## config.mk

```make
export PLATFORM = sky130hd
export DESIGN_NAME = pipeline_stall_ctrl_flat
export DESIGN_NICKNAME = d
export VERILOG_FILES = /design/src/rtl/pipeline_stall_ctrl_pkg.sv /design/src/rtl/pipeline_stall_ctrl_if.sv /design/src/rtl/pipeline_stall_ctrl_load_use_detect.sv /design/src/rtl/pipeline_stall_ctrl.sv /design/src/flat_wrapper.sv
export SDC_FILE = /design/constraint.sdc
export NUM_CORES = 1
export LEC_CHECK = 0
export CAP_MARGIN = 5
export CORE_MARGIN = 2
export CORE_UTILIZATION = 27
export DETAILED_ROUTE_END_ITERATION = 10
export PLACE_DENSITY = 0.65
export SLEW_MARGIN = 0
export SYNTH_ARGS = -nofsm -noshare
export SYNTH_HDL_FRONTEND = slang
export SYNTH_SLANG_ARGS = --single-unit
```

## constraint.sdc

```tcl
create_clock -name clk -period 2.7 [get_ports clk]
set_clock_uncertainty 0.05 [all_clocks]
set_input_delay 0.54 -clock clk [delete_from_list [all_inputs] [get_ports clk]]
set_output_delay 0.54 -clock clk [all_outputs]
set_load 0.01 [all_outputs]
```

## src/rtl/pipeline_stall_ctrl_pkg.sv

```systemverilog
// pipeline_ctrl_pkg: shared types for the pipeline stall/flush sequencer.
//   pipe_state_t : sequencer FSM states
//   hazard_t     : winning hazard for the current cycle after prioritisation
//   REG_ZERO     : x0 register index; never a real producer
package pipeline_ctrl_pkg;
  typedef enum logic [1:0] {RUN, MEM_WAIT, ERR} pipe_state_t;
  typedef enum {HZ_NONE, HZ_MEM, HZ_BRANCH, HZ_LOAD_USE} hazard_t;
  localparam logic [4:0] REG_ZERO = 5'd0;
endpackage

```

## src/rtl/pipeline_stall_ctrl_if.sv

```systemverilog
// pipeline_stall_ctrl_if: hazard inputs, dmem handshake and per-stage controls.
//   slave  : the sequencer (consumes hazard info, drives enables/bubbles/dmem_req)
//   master : the core datapath / bench (drives hazard info, consumes controls)
interface pipeline_stall_ctrl_if;
  logic [4:0]  id_rs1, id_rs2, ex_rd;
  logic        id_use_rs1, id_use_rs2, ex_mem_read, ex_branch_taken;
  logic        mem_access, dmem_ready, dmem_req;
  logic        pc_en, if_id_en, id_ex_en, ex_mem_en, mem_wb_en;
  logic        if_id_bubble, id_ex_bubble, mem_wb_bubble;
  logic        err;
  logic [31:0] stall_cycles, flush_count;

  modport slave (
    input  id_rs1, id_rs2, ex_rd, id_use_rs1, id_use_rs2, ex_mem_read,
           ex_branch_taken, mem_access, dmem_ready,
    output dmem_req, pc_en, if_id_en, id_ex_en, ex_mem_en, mem_wb_en,
           if_id_bubble, id_ex_bubble, mem_wb_bubble, err,
           stall_cycles, flush_count
  );

  modport master (
    output id_rs1, id_rs2, ex_rd, id_use_rs1, id_use_rs2, ex_mem_read,
           ex_branch_taken, mem_access, dmem_ready,
    input  dmem_req, pc_en, if_id_en, id_ex_en, ex_mem_en, mem_wb_en,
           if_id_bubble, id_ex_bubble, mem_wb_bubble, err,
           stall_cycles, flush_count
  );
endinterface

```

## src/rtl/pipeline_stall_ctrl_load_use_detect.sv

```systemverilog
// load_use_detect: flags a load in EX whose destination feeds the ID instruction.
//   i_id_rs1/i_id_rs2, i_id_use_rs1/i_id_use_rs2 : ID source regs and their use
//   i_ex_mem_read, i_ex_rd                       : EX load flag and destination
//   o_hazard                                     : 1 = ID must wait one cycle
module load_use_detect
  import pipeline_ctrl_pkg::*;
(
  input  logic [4:0] i_id_rs1,
  input  logic [4:0] i_id_rs2,
  input  logic       i_id_use_rs1,
  input  logic       i_id_use_rs2,
  input  logic       i_ex_mem_read,
  input  logic [4:0] i_ex_rd,
  output logic       o_hazard
);
  // x0 writes are discarded, so a load to x0 never creates a dependency.
  assign o_hazard = i_ex_mem_read & (i_ex_rd != REG_ZERO) &
                    ((i_id_use_rs1 & (i_id_rs1 == i_ex_rd)) |
                     (i_id_use_rs2 & (i_id_rs2 == i_ex_rd)));
endmodule

```

## src/rtl/pipeline_stall_ctrl.sv

```systemverilog
// pipeline_stall_ctrl: stall/flush sequencer for the 5-stage core.
//   clk, reset : clock, synchronous active-high reset
//   bus        : pipeline_stall_ctrl_if.slave (hazard inputs, dmem handshake,
//                stage enables/bubbles, sticky err, perf counters)
// Parameter MEM_TIMEOUT: max consecutive MEM_WAIT cycles before ERR (>=1).
// Optional macro PIPE_PERF_CNT_EN: enables stall_cycles/flush_count counters;
// when undefined both ports read 0 and no counter flops exist.
module pipeline_stall_ctrl
  import pipeline_ctrl_pkg::*;
#(
  parameter int MEM_TIMEOUT = 64
) (
  input  logic                  clk,
  input  logic                  reset,
  pipeline_stall_ctrl_if.slave  bus
);
  localparam int CW = $clog2(MEM_TIMEOUT + 1);

  pipe_state_t r_state, w_state_nxt;
  logic [CW-1:0] r_wait_cnt, w_wait_cnt_nxt;
  logic    w_load_use, w_mem_stall;
  hazard_t w_hazard;
  logic    w_pc_en, w_if_id_en, w_id_ex_en, w_ex_mem_en, w_mem_wb_en;
  logic    w_if_id_bub, w_id_ex_bub, w_mem_wb_bub, w_err, w_dmem_req;

  load_use_detect u_lud (
    .i_id_rs1      (bus.id_rs1),
    .i_id_rs2      (bus.id_rs2),
    .i_id_use_rs1  (bus.id_use_rs1),
    .i_id_use_rs2  (bus.id_use_rs2),
    .i_ex_mem_read (bus.ex_mem_read),
    .i_ex_rd       (bus.ex_rd),
    .o_hazard      (w_load_use)
  );

  // Once waiting, only dmem_ready releases the freeze.
  always_comb begin
    w_mem_stall = 1'b0;
    case (r_state)
      RUN:      w_mem_stall = bus.mem_access & ~bus.dmem_ready;
      MEM_WAIT: w_mem_stall = ~bus.dmem_ready;
      default:  w_mem_stall = 1'b0;
    endcase
  end

  always_comb begin
    w_hazard = HZ_NONE;
    if (w_mem_stall)              w_hazard = HZ_MEM;
    else if (bus.ex_branch_taken) w_hazard = HZ_BRANCH;
    else if (w_load_use)          w_hazard = HZ_LOAD_USE;
  end

  always_ff @(posedge clk) begin
    if (reset) begin
      r_state    <= RUN;
      r_wait_cnt <= '0;
    end else begin
      r_state    <= w_state_nxt;
      r_wait_cnt <= w_wait_cnt_nxt;
    end
  end

  // A ready arriving on the timeout cycle still completes the access.
  always_comb begin
    w_state_nxt    = r_state;
    w_wait_cnt_nxt = r_wait_cnt;
    case (r_state)
      RUN: if (w_mem_stall) begin
        w_state_nxt    = MEM_WAIT;
        w_wait_cnt_nxt = CW'(1);
      end
      MEM_WAIT: begin
        if (bus.dmem_ready) begin
          w_state_nxt    = RUN;
          w_wait_cnt_nxt = '0;
        end else if (r_wait_cnt == CW'(MEM_TIMEOUT)) begin
          w_state_nxt    = ERR;
        end else begin
          w_wait_cnt_nxt = r_wait_cnt + CW'(1);
        end
      end
      default: w_state_nxt = ERR;
    endcase
  end

  // Outputs are forced to their reset values while reset is high so a
  // pending dmem request is withdrawn in the same cycle reset asserts.
  always_comb begin
    w_pc_en      = 1'b1; w_if_id_en  = 1'b1; w_id_ex_en   = 1'b1;
    w_ex_mem_en  = 1'b1; w_mem_wb_en = 1'b1;
    w_if_id_bub  = 1'b0; w_id_ex_bub = 1'b0; w_mem_wb_bub = 1'b0;
    w_err        = 1'b0;
    w_dmem_req   = bus.mem_access & (r_state != ERR) & ~reset;
    if (reset) begin
      w_dmem_req = 1'b0;
    end else if (r_state == ERR) begin
      w_pc_en = 1'b0; w_if_id_en = 1'b0; w_id_ex_en = 1'b0;
      w_ex_mem_en = 1'b0; w_mem_wb_en = 1'b0;
      w_err = 1'b1;
    end else begin
      case (w_hazard)
        HZ_MEM: begin
          // MEM/WB keeps advancing with a bubble so WB drains.
          w_pc_en = 1'b0; w_if_id_en = 1'b0; w_id_ex_en = 1'b0;
          w_ex_mem_en = 1'b0; w_mem_wb_bub = 1'b1;
        end
        HZ_BRANCH: begin
          w_if_id_bub = 1'b1; w_id_ex_bub = 1'b1;
        end
        HZ_LOAD_USE: begin
          w_pc_en = 1'b0; w_if_id_en = 1'b0; w_id_ex_bub = 1'b1;
        end
        default: ;
      endcase
    end
  end

  assign bus.dmem_req      = w_dmem_req;
  assign bus.pc_en         = w_pc_en;
  assign bus.if_id_en      = w_if_id_en;
  assign bus.id_ex_en      = w_id_ex_en;
  assign bus.ex_mem_en     = w_ex_mem_en;
  assign bus.mem_wb_en     = w_mem_wb_en;
  assign bus.if_id_bubble  = w_if_id_bub;
  assign bus.id_ex_bubble  = w_id_ex_bub;
  assign bus.mem_wb_bubble = w_mem_wb_bub;
  assign bus.err           = w_err;

`ifdef PIPE_PERF_CNT_EN
  logic [31:0] r_stall_cycles, r_flush_count;
  always_ff @(posedge clk) begin
    if (reset) begin
      r_stall_cycles <= '0;
      r_flush_count  <= '0;
    end else begin
      if (~w_pc_en & (r_state != ERR)) r_stall_cycles <= r_stall_cycles + 32'd1;
      if (w_if_id_bub)                 r_flush_count  <= r_flush_count + 32'd1;
    end
  end
  assign bus.stall_cycles = r_stall_cycles;
  assign bus.flush_count  = r_flush_count;
`else
  assign bus.stall_cycles = '0;
  assign bus.flush_count  = '0;
`endif
endmodule

```

## src/flat_wrapper.sv

```systemverilog
// flat-port wrapper written by rule: the top's interface ports become plain ports
module pipeline_stall_ctrl_flat import pipeline_ctrl_pkg::*;
#(
  parameter int MEM_TIMEOUT = 64
)
  (clk, reset, bus_id_rs1, bus_id_rs2, bus_ex_rd, bus_id_use_rs1, bus_id_use_rs2, bus_ex_mem_read, bus_ex_branch_taken, bus_mem_access, bus_dmem_ready, bus_dmem_req, bus_pc_en, bus_if_id_en, bus_id_ex_en, bus_ex_mem_en, bus_mem_wb_en, bus_if_id_bubble, bus_id_ex_bubble, bus_mem_wb_bubble, bus_err, bus_stall_cycles, bus_flush_count);
  pipeline_stall_ctrl_if bus_i ();
  input  logic clk;
  input  logic reset;
  input wire logic [$bits(bus_i.id_rs1)-1:0] bus_id_rs1;
  input wire logic [$bits(bus_i.id_rs2)-1:0] bus_id_rs2;
  input wire logic [$bits(bus_i.ex_rd)-1:0] bus_ex_rd;
  input wire logic [$bits(bus_i.id_use_rs1)-1:0] bus_id_use_rs1;
  input wire logic [$bits(bus_i.id_use_rs2)-1:0] bus_id_use_rs2;
  input wire logic [$bits(bus_i.ex_mem_read)-1:0] bus_ex_mem_read;
  input wire logic [$bits(bus_i.ex_branch_taken)-1:0] bus_ex_branch_taken;
  input wire logic [$bits(bus_i.mem_access)-1:0] bus_mem_access;
  input wire logic [$bits(bus_i.dmem_ready)-1:0] bus_dmem_ready;
  output wire logic [$bits(bus_i.dmem_req)-1:0] bus_dmem_req;
  output wire logic [$bits(bus_i.pc_en)-1:0] bus_pc_en;
  output wire logic [$bits(bus_i.if_id_en)-1:0] bus_if_id_en;
  output wire logic [$bits(bus_i.id_ex_en)-1:0] bus_id_ex_en;
  output wire logic [$bits(bus_i.ex_mem_en)-1:0] bus_ex_mem_en;
  output wire logic [$bits(bus_i.mem_wb_en)-1:0] bus_mem_wb_en;
  output wire logic [$bits(bus_i.if_id_bubble)-1:0] bus_if_id_bubble;
  output wire logic [$bits(bus_i.id_ex_bubble)-1:0] bus_id_ex_bubble;
  output wire logic [$bits(bus_i.mem_wb_bubble)-1:0] bus_mem_wb_bubble;
  output wire logic [$bits(bus_i.err)-1:0] bus_err;
  output wire logic [$bits(bus_i.stall_cycles)-1:0] bus_stall_cycles;
  output wire logic [$bits(bus_i.flush_count)-1:0] bus_flush_count;
  assign bus_i.id_rs1 = bus_id_rs1;
  assign bus_i.id_rs2 = bus_id_rs2;
  assign bus_i.ex_rd = bus_ex_rd;
  assign bus_i.id_use_rs1 = bus_id_use_rs1;
  assign bus_i.id_use_rs2 = bus_id_use_rs2;
  assign bus_i.ex_mem_read = bus_ex_mem_read;
  assign bus_i.ex_branch_taken = bus_ex_branch_taken;
  assign bus_i.mem_access = bus_mem_access;
  assign bus_i.dmem_ready = bus_dmem_ready;
  assign bus_dmem_req = bus_i.dmem_req;
  assign bus_pc_en = bus_i.pc_en;
  assign bus_if_id_en = bus_i.if_id_en;
  assign bus_id_ex_en = bus_i.id_ex_en;
  assign bus_ex_mem_en = bus_i.ex_mem_en;
  assign bus_mem_wb_en = bus_i.mem_wb_en;
  assign bus_if_id_bubble = bus_i.if_id_bubble;
  assign bus_id_ex_bubble = bus_i.id_ex_bubble;
  assign bus_mem_wb_bubble = bus_i.mem_wb_bubble;
  assign bus_err = bus_i.err;
  assign bus_stall_cycles = bus_i.stall_cycles;
  assign bus_flush_count = bus_i.flush_count;
  pipeline_stall_ctrl #(.MEM_TIMEOUT(MEM_TIMEOUT)) u_core (.clk(clk), .reset(reset), .bus(bus_i));
endmodule
```

* Word-level counts from Yosys, hierarchy flattened
Index checks and enable logic that the tools add are counted.
** Storage, ports and cells
- Logic and storage cells :: 64
- Register bits :: 9
- Output and inout bits :: 74
- Input port bits :: 23
** Cells by class
- Eq/ne operators :: 12
- Add/sub/neg operators :: 1
- Mux-type cells :: 32
- Bitwise operators :: 10
- Reduce and logical (&&, ||, !) cells :: 7
** Operators with widths (number)
- $eq 32x2->1 const B :: 2
- $mux 32 :: 2
- $eq 32x1->1 const B :: 1
- $mux 7 :: 3
- $mux 1 :: 20
- $pmux 7 s2 :: 1
- $eq 5x5->1 :: 2
- $mux 2 :: 4
- $add 7x1->7 const B :: 1
- $and 1x1->1 :: 7
- $eq 7x7->1 const B :: 1
- $reduce_bool 5->1 :: 1
- $pmux 2 s2 :: 1
- $reduce_or 2->1 :: 2
- $ne 3x2->1 const B :: 1
- $ne 3x3->1 const B :: 1
- $reduce_and 3->1 :: 1
- $eq 2x1->1 const B :: 1
- $eq 2x2->1 const B :: 1
- $logic_not 2->1 :: 1
- $ne 2x1->1 const B :: 1
- $ne 2x2->1 const B :: 1
- $not 1->1 :: 2
- $pmux 1 s2 :: 1
- 3 further kinds :: 3

* Depth between registers and ports, before layout
Gate-level depths: netlist of the first run.
- Depth after elaboration :: 12
- Gate-level depth with buffers :: 6
- Mapped depth without buffers :: 6

* Hierarchy
Synthesis of the first run repeated with hierarchy kept, for this count alone.
** Second synthesis, totals
- Cells, all modules :: 158
- Area, all modules :: 1188.6 um2
** Modules (own cells, without submodules)
- pipeline_stall_ctrl :: sequential area each 180.2 um2, cells each 141, instances 1, area each 1054.8 um2
- load_use_detect :: sequential area each 0.0 um2, cells each 17, instances 1, area each 133.9 um2

* Worst setup path after synthesis of the first run
Ideal clock, no wire load.
- Path kind :: input to output
- Start point :: input port bus_ex_rd[3]
- End point :: output port bus_pc_en
- Slack :: 0.442 ns
- Required time :: 2.110 ns
- Stages on the path :: 5
- Arrival :: 1.668 ns
- Path through :: xor2_1 -> nor4_1 -> a32oi_1 -> o41a_1 -> buf_4
** On the way
- Cells in the longest elaborated chain, start to end :: 12
** Ends and longest elaborated chain
- start, declared :: line flat_wrapper.sv:12 : input wire logic [$bits(bus_i.ex_rd)-1:0] bus_ex_rd;
- $eq 5x5->1 (on tied branches) :: line pipeline_stall_ctrl_load_use_detect.sv:18, pipeline_stall_ctrl_load_use_detect.sv:19
- $and 1x1->1 (on tied branches) :: line pipeline_stall_ctrl_load_use_detect.sv:18, pipeline_stall_ctrl_load_use_detect.sv:19
- $or 1x1->1 :: line pipeline_stall_ctrl_load_use_detect.sv:18 : ((i_id_use_rs1 & (i_id_rs1 == i_ex_rd)) |
- $and 1x1->1 (*) :: line pipeline_stall_ctrl_load_use_detect.sv:17 : assign o_hazard = i_ex_mem_read & (i_ex_rd != REG_ZERO) &
- $mux 2 (*) :: line pipeline_stall_ctrl.sv:50 : else if (w_load_use) w_hazard = HZ_LOAD_USE;
- $mux 32 (*) :: line pipeline_stall_ctrl.sv:49 : else if (bus.ex_branch_taken) w_hazard = HZ_BRANCH;
- $mux 32 (*) :: line pipeline_stall_ctrl.sv:48 : if (w_mem_stall) w_hazard = HZ_MEM;
- $eq 32x2->1 or $eq 32x1->1 (tied branches)
- $reduce_or 2->1 (no source line) (*)
- $mux 1 (*) (3 in series)
- end, declared :: line flat_wrapper.sv:20 : output wire logic [$bits(bus_i.pc_en)-1:0] bus_pc_en;
Every way passes the cells marked *; elsewhere a longest branch is shown, timed or not.

* Worst setup path after layout of the first run
- Start point :: input port bus_ex_rd[0]
- End point :: output port bus_if_id_en
** On the way
- Cells in the longest elaborated chain, start to end :: 12
** Ends and longest elaborated chain
- $eq 5x5->1 (on tied branches) :: line pipeline_stall_ctrl_load_use_detect.sv:18, pipeline_stall_ctrl_load_use_detect.sv:19
- $and 1x1->1 (on tied branches) :: line pipeline_stall_ctrl_load_use_detect.sv:18, pipeline_stall_ctrl_load_use_detect.sv:19
- $or 1x1->1 :: line pipeline_stall_ctrl_load_use_detect.sv:18
- $and 1x1->1 (*) :: line pipeline_stall_ctrl_load_use_detect.sv:17
- $mux 2 (*) :: line pipeline_stall_ctrl.sv:50
- $mux 32 (*) :: line pipeline_stall_ctrl.sv:49
- $mux 32 (*) :: line pipeline_stall_ctrl.sv:48
- $eq 32x2->1 or $eq 32x1->1 (tied branches) :: line pipeline_stall_ctrl.sv:101 : case (w_hazard)
- $reduce_or 2->1 (no source line) (*)
- $mux 1 (*) :: line pipeline_stall_ctrl.sv:101
- $mux 1 (*) :: line pipeline_stall_ctrl.sv:96 : end else if (r_state == ERR) begin
- $mux 1 (*) :: line pipeline_stall_ctrl.sv:94 : if (reset) begin
- end, declared :: line flat_wrapper.sv:21 : output wire logic [$bits(bus_i.if_id_en)-1:0] bus_if_id_en;
Marks and branches as above.

==> impl_results.md, run 1 <==
- Most numerous cell in the Yosys netlist: buf_4
- Die Y: 71.5 µm
- Setup Fix Bufs, Post-CTS: 0
- DRT iter0 DRCs: 21
- Vias: 961
- Slowest stage cell, crit path: o41a_1
- Inst Count DP: 244
- Max_cap viols: 0
- Maximum VDD drop: 154 µV
- RSZ-0062 raised after global routing: false
- Remaining global-route overflow: 0
- Nets: 222
- Worst Path Required: 2.11 ns
- Vias in the first global route: 794
- RD Place Congestion: 0.801
- WL per Instance: 9.84 µm
- Placed cell areas: 1420 µm²
- Cell Pwr Density: 299 nW/µm²
- Share of cells above drive strength 1: 13.3%
- CP peak stage delay: 0.46 ns
- Outcome: finished, final reports clean
- Synth top area share: 40.3%
- Critical path startpoint category: input port
- Crit Path Category: in -> out
- Latest clock arrival within the worst-skew pair: 0.23 ns
- Clock Sinks: 9
- Post-synthesis cell type count: 36
- Synthesis-to-layout area growth: 21.5%
- Pre-CTS WS: -0.467 ns
- Clock transition at path regs: 0.05 ns
- Register area: 180 µm²
- Critical Path End Type: primary output
- I/O pin count: 97
- Clk buf depth: 2
- Area of the multi-input gates: 766 µm²
- Final hold viol count: 0
- TritonCTS Buffers: 3
- CTS tree: built
- Max-slew violations: 0
- Die W: 71.5 µm
- Initial antenna violation count: 0
- Register bit total from synthesis: 9
- Primary FF master, synth: dfxtp_1
- Seq/Total Area, Yosys: 14.6%
- # H-tree levels: 1
- Largest area contributor in the netlist: buf_4
- Cells after Synth: 153
- Synth Warn #: 0
- DRC viols: 0
- Min setup slack post-route: 0.0724 ns
- Antenna diodes: 0
- FMAX: 381 MHz
- Initial Util: 28.1%
- Synth top area cells: buf_4, dfxtp_1, xor2_1
- Final cell count without fillers: 248
- Final instance area: 1490 µm²
- Setup-failing EPs final: 0
- Via/cell ratio: 3.88
- GRT Total Usage: 8.22%
- Die ar.: 5110 µm²
- Mean Syn Cell Area: 8.04 µm²
- Min-delay worst type: reg -> reg
- First-pass GRT wire length: 3370 µm
- WP data arrival: 2.04 ns
- I/O Buffers: 32
- Remaining antenna violation count after routing: 0
- Root Driver: clkbuf_8
- Largest net degree at the start of global routing: 10
- Post-synth EDFFs: 0
- Post-detail-place hpwl: 1970 µm
- Core area: 4380 µm²
- Drt pass-1 iters: 4
- Ys async rst share: 0%
- Crit-path cells: dlygate4sd2_1 -> xor2_1 -> nor4_2 -> a32oi_1 -> o41a_1 -> buf_2
- Crit-path max FO: 3
- FILL cells: 474
- Final min period: 2.63 ns
- P_leak: 0.772 nW
- Design Power: 0.000446 W
- Row Count: 24
- Final core occ: 34.1%
- Synthesized area: 1230 µm²
- Commonest cells in the netlist: buf_4, xor2_1, dfxtp_1, nor2_1, inv_1
- Final period util: 97.3%
- Routed WL: 2440 µm
-- logic make-up after synthesis --
| family | Yosys count | synth area share, % |
|---|---|---|
| buffers and inverters | 74 | 43.9 |
| AND/OR/NAND/NOR | 31 | 15.6 |
| AO/OA/AOI/OAI | 23 | 14.2 |
| XOR/XNOR | 13 | 9.26 |
| flip-flops | 9 | 14.6 |
| adder cells (fa/ha/maj) | 2 | 2.03 |
| other | 1 | 0.305 |
-- worst max-delay path, delay by kind of cell --
kind,cells,cell delay [ns]
AOI/OAI and AO/OA,2,0.58
xor gates and xnor gates,1,0.18
buffers and inverters,2,0.42
and+or+nand+nor,1,0.32
-- metrics by stage --
| stage | setup TNS (ns) | hold slack, ns |
|---|---|---|
| floorplan | 0 | 0.405 |
| global placement | -1.29 | 0.425 |
| finish | 0 | 0.446 |
| detailed placement | -1.42 | 0.438 |
| global route | 0 | 0.483 |
| CTS | 0 | 0.445 |
-- cell usage in the layout (no fill, tap or decap), types with 3 or more instances in the layout --
master,n
conb_1,64
clkbuf_8,3
nand2_1,3
nor2_1,9
o21ai_0,3
o2111ai_1,4
inv_1,6
xor2_1,10
dlymetal6s2s_1,10
clkdlybuf4s50_1,14
buf_4,12
dlygate4sd2_1,4
buf_2,3
dfxtp_1,9
-- per-layer routing --
layer / wire length [µm] / GRT usage (%) / vias to the layer above
li1: - / - / 469
met1: 1030 / 10.1 / 434
met2: 1180 / 13.6 / 56
met3: 224 / 2.67 / 2
met4: 10 / 2.52 / 0
met5: 0 / 0 / -
-- worst paths after layout --
check	start	end	slack (ns)	depth (start not counted)
worst min register to register	u_core.r_wait_cnt[2]	u_core.r_wait_cnt[2]	0.45	2
worst min-delay path	u_core.r_wait_cnt[2]	u_core.r_wait_cnt[2]	0.45	2
worst max register to register	u_core.r_wait_cnt[3]	u_core.r_wait_cnt[0]	1.06	4
worst max-delay path	bus_ex_rd[0]	bus_if_id_en	0.07	6
-- cell type report --
class | count | area share (%)
Clock buffer | 4 | 3.02
Tap cell | 52 | 4.36
Timing Repair Buffer | 44 | 27.8
Sequential cell | 9 | 12.1
Multi-Input combinational cell | 133 | 51.3
Inverter | 6 | 1.51
-- registers in the layout, summed over array words and instances (netlist names) --
signal and count:
u_core.r_state 2, u_core.r_wait_cnt 7
-- where the power goes --
group	internal, W	switching (W)	total (W)	leakage [nW]
clock	0.000103	0.0000529	0.000156	0.0228
sequential	0.000136	0.00000224	0.000138	0.0729
combinational	0.0000629	0.0000900	0.000153	0.676
total	0.000301	0.000145	0.000446	0.772
-- what timing repair did --
action | in CTS | in global routing
setup endpoints to repair | 6 | 3
hold buffers | 0 | 0
pin swaps | 4 | 4
gates resized for setup | 16 | 15
No activity file was read; power rests on OpenSTA's default activity.
==> run 2: changes to the inputs <==
clock period = 3.4 ns   (was 2.7 ns; I/O delays follow)
==> run 2 against run 1 <==
Compared with the run above: flip-flop and latch count did not move; non-clock buffer count down 9; via count decreased by 2.9%; wire length down 6.9%; first-iteration DRC count up 71%; final area is 5.4% lower; sequential share of layout area up 0.69 points; final cell count down 3.6%.
==> impl_results.md, run 2 (synthesis gave the netlist of run 1 again) <==
- Latest clock arrival within the worst-skew pair: 0.24 ns
- DRC viols: 0
- Commonest non-fill, non-tap cell in the layout: conb_1
- Final hold viol count: 0
- Critical Path End Type: primary output
- TritonCTS Buffers: 3
- I/O Buffers: 32
- Max_cap viols: 0
- Die Y: 71.5 µm
- Crit-path max FO: 3
- WP data arrival: 2.54 ns
- WL per Instance: 9.50 µm
- Synthesis-to-layout area growth: 14.9%
- P_leak: 0.630 nW
- Clock transition at path regs: 0.05 ns
- Core area: 4380 µm²
- Slowest stage cell, crit path: clkdlybuf4s50_1
- Clock Sinks: 9
- Remaining global-route overflow: 0
- Crit path buf inv count: 2
- # H-tree levels: 1
- Final period util: 96.2%
- Routed WL: 2270 µm
- Setup-failing EPs final: 0
- Hold buffer count at CTS: 0
- GRT Total Usage: 8.15%
- RSZ-0062 raised after global routing: false
- Initial antenna violation count: 0
- Crit-path most repeated cell: clkdlybuf4s50_1
- FMAX: 306 MHz
- Crit Path Category: in -> out
- Maximum VDD drop: 93.6 µV
- RD Place Congestion: 0.805
- Cell Pwr Density: 252 nW/µm²
- Most frequent cells in the layout: conb_1, clkdlybuf4s50_1, xor2_1, nor2_1, dfxtp_1
- Remaining antenna violation count after routing: 0
- Die ar.: 5110 µm²
- Share of cells above drive strength 1: 7.49%
- CP top delay family: buffers and inverters
- Setup Fix Bufs, Post-CTS: 0
- Design Power: 0.000356 W
- Final min period: 3.27 ns
- Outcome: finished, final reports clean
- Critical path startpoint category: input port
- Largest net degree at the start of global routing: 13
- Row Count: 24
- CTS tree: built
- Vias: 933
- Clk buf depth: 2
- Crit-path cells: clkdlybuf4s50_1 -> xor2_1 -> nor4_2 -> a32oi_1 -> o21bai_1 -> clkdlybuf4s50_1
- Die W: 71.5 µm
- Antenna diodes: 0
- I/O pin count: 97
- Min-delay worst type: reg -> reg
- Inst Count DP: 235
- Largest registers: u_core.r_wait_cnt: 7 flops, u_core.r_state: 2 flops
- Post-detail-place hpwl: 1870 µm
- DRT iter0 DRCs: 36
- FILL cells: 485
- Vias in the first global route: 754
- Initial Util: 28.1%
- First-pass GRT wire length: 3310 µm
- Most flop-heavy register: u_core.r_wait_cnt
- Nets: 213
- Max reg flops: 7
- CP peak stage delay: 0.55 ns
- Via/cell ratio: 3.90
- Max-slew violations: 0
- Drt pass-1 iters: 4
- Worst Path Required: 2.67 ns
- Final cell count without fillers: 239
- Root Driver: clkbuf_8
-- run 2: path summary, 6_finish.rpt --
kind / from / endpoint / slack, ns / depth (start not counted)
worst max-delay path: bus_ex_rd[0] / bus_id_ex_bubble / 0.13 / 6
worst min-delay path: u_core.r_wait_cnt[2] / u_core.r_wait_cnt[2] / 0.44 / 2
worst max register to register: u_core.r_wait_cnt[3] / u_core.r_wait_cnt[0] / 1.77 / 4
worst min register to register: u_core.r_wait_cnt[2] / u_core.r_wait_cnt[2] / 0.44 / 2
-- run 2: worst register-to-register path, cell delays in order, from the launching register on --
cell	delay, ns
dfxtp_1	0.34
or4b_4	0.57
nor4_4	0.28
o21ai_0	0.15
o311a_1	0.13
-- run 2: repair_timing --
action                                  4_1_cts  5_1_grt
endpoints found under the setup margin        2        1
pin swaps                                     0        1
cloned                                        0        0
resized for setup                             4        0
-- run 2: layer usage --
metal	wire length, µm	track usage (%)	up-vias	part of all wire (%)
met5	0	0	-	0
met4	10	2.52	0	0.44
met3	256	3.52	2	11
met2	1070	13.1	56	47
met1	936	9.86	420	41
li1	-	-	455	-
-- run 2: final cells by class --
| type | count | area [µm²] | area share (%) |
|---|---|---|---|
| timing repair buffer | 35 | 340 | 24.1 |
| sequential | 9 | 180 | 12.8 |
| multi-input combinational | 133 | 758 | 53.7 |
| clock buffer | 3 | 41.3 | 2.92 |
| clock inverter | 1 | 5.00 | 0.354 |
| inverter | 6 | 22.5 | 1.59 |
| tap | 52 | 65.1 | 4.61 |
-- run 2: through the flow --
| step | hold slack, ns | instance area, µm² | utilization, % | worst slack, ns | TNS (ns) |
|---|---|---|---|---|---|
| after global placement | 0.425 | 1360 | 30.9 | 0.0157 | 0 |
| after CTS | 0.441 | 1410 | 32.2 | 0.131 | 0 |
| after global routing | 0.489 | 1410 | 32.2 | 0.00345 | 0 |
| final | 0.441 | 1410 | 32.2 | 0.130 | 0 |
| after floorplan | 0.405 | 1470 | - | 0.862 | 0 |
| after detailed placement | 0.434 | 1360 | 30.9 | -0.0783 | -0.156 |
-- run 2: power breakdown --
| group | internal (W) | switching [W] | total, W |
|---|---|---|---|
| registers | 0.000107 | 0.00000310 | 0.000111 |
| logic | 0.0000481 | 0.0000668 | 0.000115 |
| clock network | 0.0000806 | 0.0000501 | 0.000131 |
| total | 0.000236 | 0.000120 | 0.000356 |
==> run 3: changes to the inputs <==
CORE_MARGIN = 3   (was 2)
==> run 3 against run 2 <==
Compared with the run above: die area up 5.7%; worst hold slack better by 0.0035 ns; register-to-register slack about the same.
==> impl_results.md, run 3 (synthesis gave the netlist of run 1 again) <==
- Antenna diodes: 0
- FF-to-FF path depth: 4
- Final instance area: 1410 µm²
- Crit path launch: bus_ex_rd[3]
- Hold worst-path end: u_core.r_wait_cnt[2]
- Clock Sinks: 9
- Crit-path max FO: 3
- Share of cells above drive strength 1: 6.91%
- Vias in the first global route: 789
- Remaining global-route overflow: 0
- Max reg flops: 7
- Final hold viol count: 0
- Critical path startpoint category: input port
- Die Y: 73.5 µm
- Hold path cells: 2
- I/O Buffers: 32
- WL per Instance: 10.0 µm
- CP peak stage delay: 0.56 ns
- Worst R2R Start: u_core.r_wait_cnt[3]
- First-pass GRT wire length: 3390 µm
- Switching fraction of total power: 32.9%
- Min-delay worst type: reg -> reg
- Pre-CTS WS: -0.0222 ns
- DRC viols: 0
- I/O pin count: 97
- Maximum VDD drop: 96.6 µV
- Min setup slack post-route: 0.122 ns
- TritonCTS Buffers: 3
- # H-tree levels: 1
- Core area: 4200 µm²
- Crit-path most repeated cell: clkdlybuf4s50_1
- FMAX: 305 MHz
- Clock transition at path regs: 0.05 ns
- Final period util: 96.4%
- DRT iter0 DRCs: 41
- Clk buf depth: 2
- Worst Path Required: 2.67 ns
- Initial antenna violation count: 0
- Placed cell areas: 1360 µm²
- RSZ-0062 raised after global routing: false
- Commonest non-fill, non-tap cell in the layout: conb_1
- Synthesis-to-layout area growth: 14.2%
- Critical Path End Type: primary output
- Via/cell ratio: 3.98
- Hold Startpoint: u_core.r_wait_cnt[2]
- CTS tree: built
- Largest registers: u_core.r_wait_cnt: 7 flops, u_core.r_state: 2 flops
- Latest clock arrival within the worst-skew pair: 0.24 ns
- Setup-failing EPs final: 0
- Inst Count DP: 234
- Drt pass-1 iters: 4
- Routed WL: 2390 µm
- Root Driver: clkbuf_8
- Comb pwr share: 32.3%
- Most frequent cells in the layout: conb_1, clkdlybuf4s50_1, xor2_1, nor2_1, dfxtp_1
- Slowest stage cell, crit path: clkdlybuf4s50_1
- Remaining antenna violation count after routing: 0
- Initial Util: 29.3%
- Max_cap viols: 0
- P_int: 0.000236 W
- Hold buffer count at CTS: 0
- RD Place Congestion: 0.798
- Critical R2R Capture: u_core.r_wait_cnt[0]
- Crit-path cells: clkdlybuf4s50_1 -> xor2_1 -> nor4_1 -> a32oi_1 -> o21bai_1 -> clkdlybuf4s50_1
- Die ar.: 5400 µm²
- Setup_tns: 0 ns
- Crit Path Category: in -> out
- Die W: 73.5 µm
- GRT Total Usage: 7.87%
- Outcome: finished, final reports clean
- Final min period: 3.28 ns
- Clock group share of total power: 36.3%
- Final cell count without fillers: 238
- Row Count: 23
- Cell Pwr Density: 250 nW/µm²
- WP data arrival: 2.55 ns
- Flop pwr share: 31.4%
- NetSw: 0.000115 W
- Most flop-heavy register: u_core.r_wait_cnt
- Nets: 214
- R2r setup slk: 1.77 ns
- P_leak: 0.634 nW
- Largest net degree at the start of global routing: 13
- Post-detail-place hpwl: 2050 µm
- Max-slew violations: 0
- FILL cells: 463
- Design Power: 0.000351 W
- Vias: 948
## run 3: power groups by stage
stage	Combinational (W)	Sequential [W]	Clock [W]
2_1_floorplan	0.000121	0.000111	0
3_3_place_gp	0.000113	0.000112	0
3_5_place_dp	0.000113	0.000112	0
4_1_cts	0.000112	0.000110	0.000133
5_1_grt	0.000125	0.000111	0.000135
6_report	0.000114	0.000110	0.000127
## run 3: timing repair
item                       CTS  global route
resized for setup            2             0
setup buffers                0             0
setup endpoints to repair    2             0
## run 3: critical path, delay by kind of cell
family,cells,cell delay [ns]
AND/OR/NAND/NOR,1,0.30
AO/OA/AOI/OAI,2,0.36
buffers and inverters,2,1.03
XOR/XNOR,1,0.18
## run 3: how the worst max path moves through the flow
stage / end / slack (ns) / depth (start not counted)
6_report: bus_id_ex_bubble / 0.12 / 6
5_1_grt: bus_id_ex_bubble / 0.06 / 6
4_1_cts: bus_id_ex_bubble / 0.1 / 6
3_5_place_dp: bus_if_id_en / -0.02 / 6
3_3_place_gp: bus_if_id_en / 0.02 / 6
2_1_floorplan: bus_pc_en / 0.86 / 5
## run 3: metrics by stage
stage | utilization, % | hold slack (ns)
2_1_floorplan | - | 0.405
3_3_place_gp | 32.4 | 0.431
3_5_place_dp | 32.4 | 0.442
4_1_cts | 33.4 | 0.449
5_1_grt | 33.4 | 0.499
6_report | 33.4 | 0.445
## run 3: layout make-up
class | count | area (µm²) | share of cell area [%]
clock buffer | 3 | 41.3 | 2.94
clock inverter | 1 | 5.00 | 0.356
inverter | 6 | 22.5 | 1.60
multi-input combinational | 133 | 746 | 53.1
sequential | 9 | 180 | 12.8
tap | 50 | 62.6 | 4.45
timing repair buffer | 36 | 348 | 24.8
## run 3: metal layers
| layer | wire (µm) | track usage [%] | up-vias |
|---|---|---|---|
| met5 | 0 | 0 | - |
| met4 | 0 | 2.01 | 0 |
| met3 | 340 | 3.42 | 0 |
| met2 | 1130 | 12.5 | 62 |
| met1 | 916 | 9.70 | 427 |
| li1 | - | - | 459 |
